===== config.mk =====
export PLATFORM = sky130hd
export DESIGN_NAME = dwa_selector
export DESIGN_NICKNAME = d
export VERILOG_FILES = /design/src/rtl/dwa_selector.sv
export SDC_FILE = /design/constraint.sdc
export NUM_CORES = 1
export LEC_CHECK = 0
export ABC_AREA = 1
export CORE_UTILIZATION = 49
export DETAILED_ROUTE_END_ITERATION = 7
export PLACE_DENSITY_LB_ADDON = 0.25
export SETUP_SLACK_MARGIN = 0.2
export SYNTH_ARGS = -nofsm -noshare
export SYNTH_HDL_FRONTEND = slang
export SYNTH_SLANG_ARGS = --single-unit

===== constraint.sdc =====
create_clock -name clk -period 2.3 [get_ports clk]
set_input_delay 0.345 -clock clk [delete_from_list [all_inputs] [get_ports clk]]
set_output_delay 0.345 -clock clk [all_outputs]
set_load 0.01 [all_outputs]

===== src/rtl/dwa_selector.sv =====
// rtl/dwa_selector.sv - unary DAC element selector, thermometer or data-weighted-averaging rotation
//
// Purpose:
//   Turns a requested element count (code) into a k-hot enable vector over
//   N_ELEM unit elements. In thermometer mode the lowest k elements are used.
//   In DWA mode a rotating start pointer spreads element usage so that
//   element mismatch is first-order shaped.
//
// Ports:
//   clk        in   system clock, rising edge
//   rst_n      in   asynchronous active-low reset
//   en         in   block enable; low forces sel_out to zero, keeps ptr/overrange
//   mode       in   0 = thermometer, 1 = DWA rotation
//   in_valid   in   code qualifier
//   code       in   requested number of active elements (saturated to N_ELEM)
//   ptr_clr    in   synchronous pointer clear (present only with DWA_PTR_CLR_EN)
//   sel_out    out  registered element enables
//   out_valid  out  sel_out updated on this edge
//   ptr        out  rotation pointer, next start element
//   overrange  out  last accepted code exceeded N_ELEM
//
// Optional feature macro: DWA_PTR_CLR_EN (adds ptr_clr).

module dwa_selector #(
  parameter int N_ELEM = 18,
  parameter int CODE_W = 5,
  parameter int PTR_W  = 5
) (
  input  logic              clk,
  input  logic              rst_n,
  input  logic              en,
  input  logic              mode,
  input  logic              in_valid,
  input  logic [CODE_W-1:0] code,
`ifdef DWA_PTR_CLR_EN
  input  logic              ptr_clr,
`endif
  output logic [N_ELEM-1:0] sel_out,
  output logic              out_valid,
  output logic [PTR_W-1:0]  ptr,
  output logic              overrange
);

  localparam logic [CODE_W-1:0] N_CODE = CODE_W'(N_ELEM);
  localparam logic [PTR_W:0]    N_PTR  = (PTR_W + 1)'(N_ELEM);

  logic [N_ELEM-1:0] sel_q, sel_d;
  logic              out_valid_q, out_valid_d;
  logic [PTR_W-1:0]  ptr_q, ptr_d;
  logic              overrange_q, overrange_d;

  logic                accept;
  logic                code_over;
  logic [CODE_W-1:0]   k;
  logic [N_ELEM-1:0]   therm;
  logic [2*N_ELEM-1:0] rot_wide;
  logic [N_ELEM-1:0]   rot;
  logic [PTR_W:0]      ptr_sum;
  logic [PTR_W-1:0]    ptr_next;
  logic                clr;

`ifdef DWA_PTR_CLR_EN
  assign clr = ptr_clr;
`else
  assign clr = 1'b0;
`endif

  assign accept    = en & in_valid;
  assign code_over = (code > N_CODE);
  assign k         = code_over ? N_CODE : code;

  // Lowest k bits set; k never exceeds N_ELEM after saturation.
  always_comb begin
    therm = '0;
    for (int i = 0; i < N_ELEM; i++) begin
      therm[i] = (CODE_W'(i) < k);
    end
  end

  // Rotate the thermometer mask left by ptr within N_ELEM bits: shift into a
  // double-width vector and fold the overflow back onto the low half.
  assign rot_wide = {{N_ELEM{1'b0}}, therm} << ptr_q;
  assign rot      = rot_wide[N_ELEM-1:0] | rot_wide[2*N_ELEM-1:N_ELEM];

  // ptr + k is at most 2*N_ELEM-1, so one conditional subtract wraps it.
  assign ptr_sum  = {1'b0, ptr_q} + (PTR_W + 1)'(k);
  assign ptr_next = (ptr_sum >= N_PTR) ? PTR_W'(ptr_sum - N_PTR) : PTR_W'(ptr_sum);

  always_comb begin
    sel_d       = sel_q;
    out_valid_d = 1'b0;
    ptr_d       = ptr_q;
    overrange_d = overrange_q;
    if (!en) begin
      sel_d = '0;
    end else if (accept) begin
      out_valid_d = 1'b1;
      overrange_d = code_over;
      if (mode) begin
        sel_d = rot;
        ptr_d = ptr_next;
      end else begin
        sel_d = therm;
      end
    end
    // Clear wins over the pointer update; sel_d above already used the old ptr.
    if (clr) begin
      ptr_d = '0;
    end
  end

  always_ff @(posedge clk or negedge rst_n) begin
    if (!rst_n) begin
      sel_q       <= '0;
      out_valid_q <= 1'b0;
      ptr_q       <= '0;
      overrange_q <= 1'b0;
    end else begin
      sel_q       <= sel_d;
      out_valid_q <= out_valid_d;
      ptr_q       <= ptr_d;
      overrange_q <= overrange_d;
    end
  end

  assign sel_out   = sel_q;
  assign out_valid = out_valid_q;
  assign ptr       = ptr_q;
  assign overrange = overrange_q;

endmodule


==> run summary <==
R2R Setup Slk = 0.26 ns
Initial core utilization = 51.71%
# H-tree levels = 1
Synthesized area per cell = 5.902 um2
Seq/Total Area, Yosys = 23.25%
Post-synthesis cell count = 456
Vias = 3,424
P_leak = 0.001944 uW
Tcrit/Tclk final = 89.09%
Crit path max-delay family = simple AND/OR/NAND/NOR gates
Critical-path cell list = buf_8 -> nand2_4 -> nand2_4 -> nand2_4 -> nand2_4 -> inv_4 -> ha_4 -> fa_2 -> nand3_2 -> nand3_2 -> xnor2_2 -> inv_2 -> nand2_4 -> nand2_4 -> nand2_2 -> xor2_1 -> o21ai_1
Outcome = completed
Overflow after GRT = 0
Wire per inst = 14.35 um
Remaining DRCs = 0
Maximum clock skew at final layout = 0.004365 ns
Power Dens Cells = 1096 nW/um2
Synth Net Count = 473
CORE AREA = 5205 um2
Post-synth top area cell = dfrtp_1
Dpl cells = 596
Slew @ Worst Pin = 0.6277 ns
Asr flop ratio synth = 100.0%
# IOs = 35
Synth Register Bits = 25
Die area = 5793 um2
TritonCTS Sinks = 25
Total power = 4107 uW
Height of the chip = 76.11 um
Nets = 558
CTS tree = built
Initial antenna violation count = 0
FF-to-FF path depth = 11
Largest net degree at the start of global routing = 26
Antenna-violating nets left = 0
Hold Path Class = input port to async pin
Clk Latency, worst-skew pair = 0.27 ns
Layout Cells excl Fill = 610
Synth area leaders = dfrtp_1 (23%), nand2_1 (23%), nand3_1 (19%)
Crit path arrival time = 2.21 ns
Worst EP required = 2.46 ns
Worst VDD drop = 1.061 mV
CTS max path bufs = 2
FF-to-FF Start = ptr[0]
Final setup violating endpoints = 0
Distinct cells, synth = 39
Initial DRC count = 217
Synth top cells by count = nand2_1 (163), nand3_1 (100), inv_1 (30), dfrtp_1 (25), a21oi_1 (21)
Slowest stage cell, crit path = fa_2
Final Critical Period = 2.049 ns
Synth Flop Type = dfrtp_1
Drt pass-1 iters = 7
Crit. End Element = flop
Fmax achieved = 488.0 MHz
Most common cell in the netlist = nand2_1
Hpwl dp = 6703 um
CTS root buf = clkbuf_8
Number of max-cap violations = 0
Routed WL = 8756 um
Worst Path Buf+Inv = 3
Worst path max stage delay = 0.39 ns
Startpoint types = input port
Post-synth top area share = 23.25%
Layout cell share with drive strength beyond 1 = 23.15%
Setup TNS = 0 ns
Layout area overhead = 39.28%
CP dominant cell by count = nand2_4
Final slew viol count = 0
Final hold vios = 0
Vias in the first global route = 3,382
Diodes inserted = 0
Syn. warnings = 0
CTS Buf Count = 3
Row Count = 26
WP depth = 17
RSZ-0062 raised after global routing = yes
EDFF count, synth = 0
Vias per cell = 5.613
Slew headroom = 58.11%
Clock-pin slew on the worst setup and hold paths = 0.09 ns
First-pass GRT wire length = 15,040 um
Finished Core Util = 72.02%
GRT Resource Usage Total = 31.80%
Reg2reg end = ptr[3]
Mapped Area = 2691 um2
Worst Slack Setup Final = 0.2509 ns
IO buf count = 34
WS Path Type = input port to flop
GP Congestion = 0.9478
Width of the die = 76.11 um
CP max FO = 5
Pre-CTS setup slack = -0.4742 ns
==> how the worst max path moves through the flow <==
stage	startpoint	to	slack (ns)
after CTS	code[2]	ptr[3]	0.21
after global placement	code[0]	ptr[3]	-0.39
after detailed placement	code[0]	ptr[3]	-0.47
after global routing	ptr[0]	ptr[3]	0.18
final	code[0]	ptr[3]	0.25
after floorplan	code[1]	ptr[3]	0.12
==> sequential cells by signal (all words and copies together) (netlist names) <==
register / flops
out_valid: 1
overrange: 1
sel_out: 18
ptr: 5
==> through the flow <==
step	instance area, um2	hold slack [ns]
after CTS	3615	0.4334
final	3749	0.4275
after global placement	3546	0.4627
after floorplan	2809	0.04941
after global routing	3749	0.4709
after detailed placement	3546	0.4658
==> cells in the final DEF (no fill, tap or decap), types with 3 or more instances in the layout <==
cell,Yosys,layout
a21oi_1,21,18
nand4_1,14,14
nor2_4,2,3
a31oi_1,3,3
nand3_2,1,4
clkbuf_8,0,3
nand2_4,1,7
o21ai_2,2,3
nand2_2,2,4
clkdlybuf4s50_1,0,29
nand2_1,163,155
o21ai_1,2,4
inv_1,30,27
o21ai_0,18,15
buf_4,3,73
inv_2,3,4
dfrtp_1,25,24
or2_1,3,3
nand3_1,100,97
a21oi_2,1,3
ha_1,6,4
nor2_1,13,11
==> layer usage <==
metal | vias to the layer above | global-route usage (%) | part of all wire [%]
met4 | 0 | 14.04 | 4.1
met2 | 148 | 54.00 | 46
met3 | 33 | 5.030 | 6.7
met5 | - | 0 | 0
li1 | 1688 | - | -
met1 | 1555 | 39.86 | 43
==> worst register-to-register path, delay by kind of cell, from the launching register on <==
family	cells	cell delay [ns]
adders and majority gates	2	0.57
DFF	1	0.45
AOI/OAI and AO/OA	1	0.09
xor gates and xnor gates	2	0.35
and+or+nand+nor	5	0.41
buffers and inverters	1	0.07
==> kinds of logic (layout without fill, tap and decap cells) <==
group / after synthesis / count (layout) / synth area share [%]
AOI/OAI and AO/OA: 57 / 57 / 12.37
and+or+nand+nor: 302 / 302 / 49.93
buffers and inverters: 60 / 144 / 9.298
adders and majority gates: 7 / 7 / 3.533
DFF: 25 / 25 / 23.25
xor gates and xnor gates: 5 / 5 / 1.627
==> layout make-up <==
| type | count | area, um2 |
|---|---|---|
| clock inverters | 1 | 7.507 |
| repair buffers | 106 | 880.8 |
| multi-input cells | 371 | 1971 |
| well taps | 70 | 87.58 |
| clock buffers | 3 | 41.29 |
| flip-flops and latches | 25 | 626.9 |
| inverters | 34 | 133.9 |
| fillers | 467 | 1456 |
==> power by group <==
group / total [uW] / switching (uW) / internal [uW]
combinational: 3180 / 1840 / 1340
sequential: 657 / 107 / 550
clock: 268 / 145 / 123
==> timing repair <==
item	in CTS	in global routing
gates resized for setup	19	30
pin swaps	10	19
hold endpoints to repair	0	0
hold buffers	0	0
endpoints found under the setup margin	22	19
setup buffers	3	7
No activity file was read; power rests on OpenSTA's default activity.
